File: config.mk
export PLATFORM = sky130hd
export DESIGN_NAME = fetch_sequencer
export DESIGN_NICKNAME = d
export VERILOG_FILES = /design/src/rtl/fetch_pkg.sv /design/src/rtl/fetch_queue.sv /design/src/rtl/fetch_sequencer.sv
export SDC_FILE = /design/constraint.sdc
export NUM_CORES = 1
export LEC_CHECK = 0
export BUFFER_PORTS_ARGS = -buffer_cell sky130_fd_sc_hd__buf_2
export CORE_MARGIN = 10
export CORE_UTILIZATION = 42
export DETAILED_ROUTE_END_ITERATION = 7
export SKIP_LAST_GASP = 1
export SLEW_MARGIN = 20
export SYNTH_ARGS = -nofsm -noshare
export SYNTH_HDL_FRONTEND = slang
export SYNTH_SLANG_ARGS = --single-unit
File: constraint.sdc
create_clock -name clock -period 8.45 [get_ports clock]
set_clock_uncertainty 0.1 [all_clocks]
set_input_delay 1.2675 -clock clock [delete_from_list [all_inputs] [get_ports clock]]
set_output_delay 1.2675 -clock clock [all_outputs]
set_load 0.02 [all_outputs]
File: src/rtl/fetch_pkg.sv
// Shared types for the instruction fetch sequencer: FSM states and queue entry layout.
package fetch_pkg;

  localparam int unsigned DEF_ADDR_W = 16;
  localparam int unsigned DEF_DATA_W = 16;

  typedef enum logic [1:0] {
    IDLE  = 2'd0,
    RUN   = 2'd1,
    DRAIN = 2'd2,
    DONE  = 2'd3
  } state_e;

  typedef struct packed {
    logic [DEF_DATA_W-1:0] data;
    logic [DEF_ADDR_W-1:0] pc;
  } entry_t;

endpackage

File: src/rtl/fetch_queue.sv
// Two-entry instruction FIFO with registered head/valid; flush empties it in one cycle.
module fetch_queue
  import fetch_pkg::*;
(
  input  logic       clock,
  input  logic       reset,
  input  logic       i_push,
  input  entry_t     i_din,
  input  logic       i_pop,
  input  logic       i_flush,
  output logic [1:0] o_occ,
  output logic [1:0] o_occ_nxt_c,
  output logic       o_valid,
  output entry_t     o_head
);

  logic [1:0] r_occ;
  logic [1:0] w_occ_nxt;
  logic       r_valid;
  logic       w_pop;
  entry_t     r_head;
  entry_t     r_tail;

  assign w_pop = i_pop && (r_occ != 2'd0);

  always_comb begin
    w_occ_nxt = r_occ;
    if (i_flush) begin
      w_occ_nxt = 2'd0;
    end else begin
      case ({i_push, w_pop})
        2'b10:   w_occ_nxt = r_occ + 2'd1;
        2'b01:   w_occ_nxt = r_occ - 2'd1;
        default: w_occ_nxt = r_occ;
      endcase
    end
  end

  // Head/tail shift: the head register always holds the oldest entry.
  always_ff @(posedge clock) begin
    if (reset) begin
      r_occ   <= 2'd0;
      r_valid <= 1'b0;
      r_head  <= '0;
      r_tail  <= '0;
    end else begin
      r_occ   <= w_occ_nxt;
      r_valid <= (w_occ_nxt != 2'd0);
      if (!i_flush) begin
        if (w_pop) begin
          if (r_occ == 2'd2) begin
            r_head <= r_tail;
            if (i_push) r_tail <= i_din;
          end else if (i_push) begin
            r_head <= i_din;
          end
        end else if (i_push) begin
          if (r_occ == 2'd0) r_head <= i_din;
          else               r_tail <= i_din;
        end
      end
    end
  end

  assign o_occ       = r_occ;
  assign o_occ_nxt_c = w_occ_nxt;
  assign o_valid     = r_valid;
  assign o_head      = r_head;

endmodule

File: src/rtl/fetch_sequencer.sv
// Fetch controller: owns the PC, tracks the one-cycle memory latency with a credit
// rule, and hands buffered instructions to decode over valid/ready.
module fetch_sequencer
  import fetch_pkg::*;
#(
  parameter int unsigned       ADDR_W   = DEF_ADDR_W,
  parameter int unsigned       DATA_W   = DEF_DATA_W,
  parameter logic [ADDR_W-1:0] RESET_PC = ADDR_W'(0),
  parameter logic [ADDR_W-1:0] PC_LAST  = ADDR_W'(511)
) (
  input  logic              clock,
  input  logic              reset,
  input  logic              start,
  input  logic              halt,
  output logic [ADDR_W-1:0] pccounter,
  input  logic [DATA_W-1:0] saidaInstrucao,
  input  logic              redirect_valid,
  input  logic [ADDR_W-1:0] redirect_pc,
  output logic              instr_valid,
  output logic [DATA_W-1:0] instr_data,
  output logic [ADDR_W-1:0] instr_pc,
  input  logic              instr_ready,
  output logic              busy,
  output logic              done
);

  state_e            r_state;
  state_e            w_state_nxt;
  logic [ADDR_W-1:0] r_pc;
  logic [ADDR_W-1:0] w_pc_nxt;
  logic              r_inflight;
  logic              w_inflight_nxt;
  logic [ADDR_W-1:0] r_tag;
  logic [ADDR_W-1:0] w_tag_nxt;
  logic              r_busy;
  logic              r_done;

  logic              w_active;
  logic              w_redirect;
  logic              w_pop;
  logic              w_push;
  logic              w_credit_ok;
  logic              w_issue;
  logic [1:0]        w_occ;
  logic [1:0]        w_occ_nxt;
  logic              w_q_valid;
  entry_t            w_din;
  entry_t            w_head;

  assign w_active   = (r_state == RUN) || (r_state == DRAIN);
  assign w_redirect = redirect_valid && w_active;
  assign w_pop      = w_q_valid && instr_ready;
  // A redirect drops the in-flight tag, so the returning word is never queued.
  assign w_push     = r_inflight && !w_redirect;

  // Credits: queued + in flight, less what leaves this cycle, must stay below two.
  assign w_credit_ok = (({1'b0, w_occ} + {2'b00, r_inflight}) < (3'd2 + {2'b00, w_pop}));
  assign w_issue     = (r_state == RUN) && !halt && !redirect_valid && w_credit_ok;

  assign w_din.data = DEF_DATA_W'(saidaInstrucao);
  assign w_din.pc   = DEF_ADDR_W'(r_tag);

  fetch_queue u_queue (
    .clock       (clock),
    .reset       (reset),
    .i_push      (w_push),
    .i_din       (w_din),
    .i_pop       (w_pop),
    .i_flush     (w_redirect),
    .o_occ       (w_occ),
    .o_occ_nxt_c (w_occ_nxt),
    .o_valid     (w_q_valid),
    .o_head      (w_head)
  );

  // Next-state, PC and in-flight tracking.
  always_comb begin
    w_state_nxt    = r_state;
    w_pc_nxt       = r_pc;
    w_inflight_nxt = 1'b0;
    w_tag_nxt      = r_tag;

    if (w_issue) begin
      w_inflight_nxt = 1'b1;
      w_tag_nxt      = r_pc;
    end

    case (r_state)
      IDLE, DONE: begin
        if (start) begin
          w_state_nxt = RUN;
          w_pc_nxt    = RESET_PC;
        end
      end
      RUN: begin
        if (w_issue) begin
          if (r_pc == PC_LAST) w_state_nxt = DRAIN;
          else                 w_pc_nxt    = r_pc + ADDR_W'(1);
        end
      end
      DRAIN: begin
        if ((w_occ_nxt == 2'd0) && !w_inflight_nxt) w_state_nxt = DONE;
      end
      default: w_state_nxt = IDLE;
    endcase

    if (w_redirect) begin
      w_state_nxt    = RUN;
      w_pc_nxt       = redirect_pc;
      w_inflight_nxt = 1'b0;
    end
  end

  always_ff @(posedge clock) begin
    if (reset) begin
      r_state    <= IDLE;
      r_pc       <= RESET_PC;
      r_inflight <= 1'b0;
      r_tag      <= '0;
      r_busy     <= 1'b0;
      r_done     <= 1'b0;
    end else begin
      r_state    <= w_state_nxt;
      r_pc       <= w_pc_nxt;
      r_inflight <= w_inflight_nxt;
      r_tag      <= w_tag_nxt;
      r_busy     <= (w_state_nxt == RUN) || (w_state_nxt == DRAIN);
      r_done     <= (w_state_nxt == DONE);
    end
  end

  assign pccounter   = r_pc;
  assign instr_valid = w_q_valid;
  assign instr_data  = DATA_W'(w_head.data);
  assign instr_pc    = ADDR_W'(w_head.pc);
  assign busy        = r_busy;
  assign done        = r_done;

endmodule
# --- Yosys cells after proc, flatten, opt, wreduce, memory -nomap -nowiden ---
# Index checks and enable logic that the tools add are counted.
# Widths: inputs -> output; s select.
totals:
  regBits: 104
  in_bits: 38
  out_inout_bits: 51
  wordCells: 85
classes:
  add_sub_neg: 5
  n_lt_le_gt_ge: 1
  eq_ne: 15
  mux: 23
  bitwise_logic: 1
  n_reduce_logical: 28
ops:
  columns: ["operator", "n"]
  rows:
  - ["$mux 32", 9]
  - ["$mux 16", 4]
  - ["$pmux 16 s2", 1]
  - ["$add 16x1->16 const B", 1]
  - ["$eq 16x9->1 const B", 1]
  - ["$eq 2x2->1 const B", 6]
  - ["$mux 2", 6]
  - ["$reduce_and 4->1", 3]
  - ["$reduce_bool 2->1", 5]
  - ["$ne 3x2->1 const B", 3]
  - ["$logic_and 1x1->1", 8]
  - ["$eq 2x1->1 const B", 3]
  - ["$logic_not 2->1", 3]
  - ["$pmux 2 s3", 1]
  - ["$logic_not 1->1", 4]
  - ["$pmux 2 s2", 1]
  - ["$reduce_or 2->1", 2]
  - ["$add 2x1->3", 1]
  - ["$add 2x1->3 const A", 1]
  - ["$lt 3x3->1", 1]
  - ["$reduce_bool 3->1", 1]
  - ["$add 2x1->2 const B", 1]
  - ["$logic_or 1x1->1", 2]
  - ["$ne 2x1->1 const B", 1]
  - ["other kinds (4)", 4]

# --- Depth between registers and ports, before layout ---
logic_depth:
  word_depth: 15
  ltp_mapped: 12
  ltp_nobuf: 12

# --- Modules after synthesis ---
# Synthesis repeated with hierarchy kept, for this count alone.
hier_totals:
  cells_unflattened: 566
  area_unflattened_um2: 5322.6
by_module_without_submodules:
  columns: ["module", "n_inst", "cells_each", "area_each_um2", "seq_area_each_um2"]
  rows:
  - ["fetch_queue", 1, 318, 3309.4, 1341.3]
  - ["fetch_sequencer", 1, 248, 2013.2, 740.7]

# --- Least setup slack after synthesis ---
# No wires, ideal clock.
synth_path:
  path_kind: "input to register"
  from: "input instr_ready"
  to: "register r_busy, in the netlist busy"
  setup_ps: 128
  t_arrival_ps: 3186
  required_ps: 8222
  setup_slack_ps: 5036
  path_stages: 10
  path_buffers: 0
  cell_sequence: "nand2_1 > or2_2 > ha_1 > xnor2_1 > o21ai_0 > nor4b_1 > nor3_1 > nor3_1 > ha_1 > nor2b_1"
synth_between:
  elab_chain_len: 12
  word_cells_on_any_way: 20
  classes_between: "1 x add/sub; 1 x order compare; 4 x eq/ne; 7 x mux; 7 x reduce/logical"
synth_rtl:
  columns: ["item", "line", "text"]
  rows:
  - ["start, declared", "fetch_sequencer.sv:22", "input logic instr_ready,"]
  - ["$logic_and 1x1->1 *", "fetch_sequencer.sv:52", "assign w_pop = w_q_valid && instr_ready;"]
  - ["$add 2x1->3 or $logic_and 1x1->1 (tied branches)", "fetch_sequencer.sv:57, fetch_queue.sv:24", null]
  - ["$lt 3x3->1 (tied with other cells)", "fetch_sequencer.sv:57", "assign w_credit_ok = (({1'b0, w_occ} + {2'b00, r_inflight}) < (3'd2 + {2'b00, w_pop}));"]
  - ["$logic_and 1x1->1 or $pmux 2 s2 (tied branches)", "fetch_sequencer.sv:58, fetch_queue.sv:31", null]
  - ["$mux 1 or $mux 2 (tied branches)", "fetch_sequencer.sv:83, fetch_queue.sv:28", null]
  - ["$logic_not 1->1 or $logic_not 2->1 (tied branches)", "fetch_sequencer.sv:102", "if ((w_occ_nxt == 2'd0) && !w_inflight_nxt) w_state_nxt = DONE;"]
  - ["$logic_and 1x1->1", "fetch_sequencer.sv:102", null]
  - ["$mux 2", "fetch_sequencer.sv:102", null]
  - ["$pmux 2 s3 *", "fetch_sequencer.sv:88", "case (r_state)"]
  - ["$mux 2 *", "fetch_sequencer.sv:107", "if (w_redirect) begin"]
  - ["named net w_state_nxt[0]", "fetch_sequencer.sv:28", "state_e w_state_nxt;"]
  - ["$eq 2x1->1 or $eq 2x2->1 (tied branches)", "fetch_sequencer.sv:127", "r_busy <= (w_state_nxt == RUN) || (w_state_nxt == DRAIN);"]
  - ["$logic_or 1x1->1 *", "fetch_sequencer.sv:127", null]
  - ["end signal, assigned", "fetch_sequencer.sv:127", null]
  - ["end, declared", "fetch_sequencer.sv:35", "logic r_busy;"]
# Mark *: on every way through the listed nets, which the timed path passes. The rest lies on a longest branch.
# A chain may end at the register's enable or synchronous reset.

# --- Worst setup path after layout ---
# Same ends and word-level chain as after synthesis.

==> impl_metrics.csv <==
group,metric,value,unit
power,p_clk_share,35.2,%
critical_path,crit_path_top_delay_cell,"nor4b_1",
floorplanning,num_rows,38,
clock_network,clock_tree.buffer_depth,2,
critical_path,worst-path-max-fanout,6,
status,status,"completed",
final_layout,final_cell_mix,"104 x dfxtp_1, 87 x buf_2, 84 x nand2_1",
floorplanning,dieArea,0.0158,mm2
timing,worstMarginPinSlew,1.01,ns
timing,fmax,300,MHz
clock_network,cts_resized,0,
place,routabilityCongestion,0.835,
yosys,dominantRegCellSynth,"dfxtp_1",
timing,tns,0,ns
clock_network,tritoncts,"yes",
routing,routed_wl,11900,um
critical_path,cp-start-kind,"primary input",
critical_path,crit_required,8.60,ns
yosys,syn_avg_cell_area,8.66,um2
timing,rsz0062_at_grt,"no",
hold_path,hp-class,"flop to flop",
floorplanning,io_pins,89,
final_layout,num_antenna_cells,0,
global_route,antenna_found_initial,0,
routing,viasPerCell,5.39,
floorplanning,start_util,43.2,%
routing,wl_per_cell,15.8,um
critical_path,path_cells,"buf_2 -> nand2_1 -> or2_2 -> ha_1 -> xnor2_1 -> o21ai_0 -> nor4b_1 -> nor3_1 -> nor3_1 -> ha_1 -> nor2b_1",
final_layout,final_cell_area,0.00548,mm2
yosys,yosysUniqueCellTypes,47,
place,io_buffers,88,
yosys,yosys.area.top_type,"dfxtp_1",
place,hpwl,8070,um
clock_network,insertion_delay,0.37,ns
timing,whs,0.356,ns
clock_network,cts_made_buffers,9,
critical_path,crit_type,"primary input to flop",
power,p_switching,257,uW
yosys,synth_nets,590,
job,drv_cap,0,
timing,maxSlewHeadroom,32.9,%
clock_network,htreeDepth,3,
power,power,974,uW
final_layout,final_common_cell,"dfxtp_1",
yosys,syn_area,0.00470,mm2
routing,ant_nets,0,
final_layout,drive_gt1_share,20.7,%
power,p_sw_share,26.4,%
global_route,gr-usage-all-layers,14.6,%
power,internal-power,717,uW
global_route,first_global_vias,3907,
timing,finalSetupViolations,0,
clock_network,cts.sinks,104,
power,vdd_drop_max,0.0981,mV
floorplanning,die_width,126,um
timing,hold_viol,0,
timing,min_period,3.33,ns
timing,drv_slew,0,
critical_path,crit_path_max_incr_delay,0.38,ns
final_layout,fin_nets,655,
yosys,ys_ff_latch,104,
power,combinationalPowerShare,11.4,%
final_layout,fillers,1065,
floorplanning,die_h,126,um
power,seqPwrFrac,53.4,%
global_route,grt_max_degree,104,
yosys,ys_seq_area_share,44.3,%
yosys,synth_edf_count,0,
power,powerDensity,178,mW/mm2
routing,drc,0,
timing,setup_ws,5.12,ns
routing,drtIter0Drc,321,
clock_network,cts_hold_buffers,0,
clock_network,cts_root_buf,"clkbuf_8",
yosys,async_reset_ff_share,0,%
critical_path,endpoint_kind,"flop",
routing,vias,4059,
yosys,syn_inst,543,
clock_network,path_clk_slew,0.09,ns
critical_path,rrSetupSlack,5.22,ns
yosys,yosys_warnings,0,
routing,dr.pass1.iters,4,
place,post-place-ws,4.69,ns
clock_network,postCtsSetupRepairBufs,0,
place,placed_area,0.00522,mm2
power,leakagePower,0.00236,uW
global_route,grt.overflow.total,0,
floorplanning,coreArea,0.0109,mm2
final_layout,areaGrowthSynthToFinish,16.4,%
global_route,grt_pass1_wl,19700,um
yosys,synth.area.top_cells,"dfxtp_1 44%, mux2i_1 10%, nand2_1 6.7%",
timing,fin_crit_sh,39.4,%
critical_path,critPathArrivalTime,3.48,ns
yosys,synth_top_area_share,44.3,%
## layout make-up
cell class	count	area [um2]	area share [%]
clock buffers	10	138	2.51
clock inverters	6	82.6	1.51
inverters	7	26.3	0.480
multi-input cells	392	2470	45.0
flip-flops and latches	104	2080	38.0
well taps	140	175	3.20
repair buffers	94	508	9.27
## power by group through the flow
stage / registers, uW / clock network, uW / logic, uW
after floorplan: 533 / 0 / 68.5
after global placement: 531 / 0 / 108
after detailed placement: 531 / 0 / 109
after CTS: 520 / 354 / 110
after global routing: 522 / 374 / 123
final: 520 / 343 / 111
## per-stage QoR
step / util [%] / std cells
after global routing: 50.3 / 753
after CTS: 50.0 / 752
final: 50.3 / 753
after global placement: 48.0 / 736
after floorplan: - / 543
after detailed placement: 48.0 / 736
## synthesized netlist by cell type, types with 2 or more instances
| master | number |
|---|---|
| buf_1 | 3 |
| nand2_1 | 84 |
| and3_1 | 3 |
| o21ai_0 | 8 |
| a21oi_2 | 3 |
| or3_1 | 2 |
| o21a_1 | 5 |
| xor2_1 | 5 |
| dfxtp_1 | 104 |
| nor2b_1 | 5 |
| a311oi_1 | 6 |
| and4_1 | 2 |
| buf_2 | 2 |
| nor3_1 | 10 |
| a31oi_1 | 6 |
| xnor2_1 | 3 |
| nand4_1 | 5 |
| a22oi_1 | 4 |
| mux2i_1 | 47 |
| inv_1 | 7 |
| nor4_1 | 4 |
| clkbuf_1 | 33 |
| a21o_1 | 2 |
| nand2b_1 | 3 |
| ha_1 | 9 |
| buf_6 | 2 |
| a21oi_1 | 52 |
| nand3_1 | 7 |
| nor3b_1 | 2 |
| nor2_1 | 52 |
| a211oi_1 | 41 |
| nor4b_1 | 2 |
| a211oi_2 | 3 |
| or2_2 | 4 |
## routing by layer
layer / vias to the layer above / part of all wire [%] / GRT usage, %
li1: 2070 / - / -
met1: 1871 / 47 / 19.1
met2: 106 / 45 / 22.5
met3: 12 / 6.8 / 3.73
met4: 0 / 1.6 / 5.83
met5: - / 0 / 0
## sequential cells by signal, summed over array words and instances, names as in the netlist
name and count:
busy 1, done 1, pccounter 16, r_inflight 1, r_state 2, r_tag 16
u_queue.o_head 32, u_queue.o_occ 2, u_queue.o_valid 1, u_queue.r_tail 32
## path summary, 6_finish.rpt
path,start,end,cells after the start
worst max-delay path,instr_ready,busy$_SDFF_PP0_,11
worst min register to register,u_queue.r_tail[8]$_SDFFE_PP0P_,u_queue.r_tail[8]$_SDFFE_PP0P_,2
worst min-delay path,u_queue.r_tail[8]$_SDFFE_PP0P_,u_queue.r_tail[8]$_SDFFE_PP0P_,2
worst max register to register,r_state[0]$_SDFF_PP0_,busy$_SDFF_PP0_,12
## kinds of logic (layout without fill, tap and decap cells)
kind of cell    Yosys count  after routing  share of synthesized area (%)
buf+inv                  47            117                           4.12
compound gates          138            138                           19.6
xor+xnor                  8              8                           1.49
flops                   104            104                           44.3
fa+ha+maj                 9              9                           2.39
mux                      47             47                           10.0
simple gates            190            190                           18.1
## critical path, delay by kind of cell
family	cells	cell delay, ns
AOI/OAI and AO/OA	1	0.10
xor gates and xnor gates	1	0.18
adders and majority gates	2	0.59
buffers and inverters	1	0.15
and+or+nand+nor	6	1.20
Note: power is estimated with default switching activity, not from simulation.
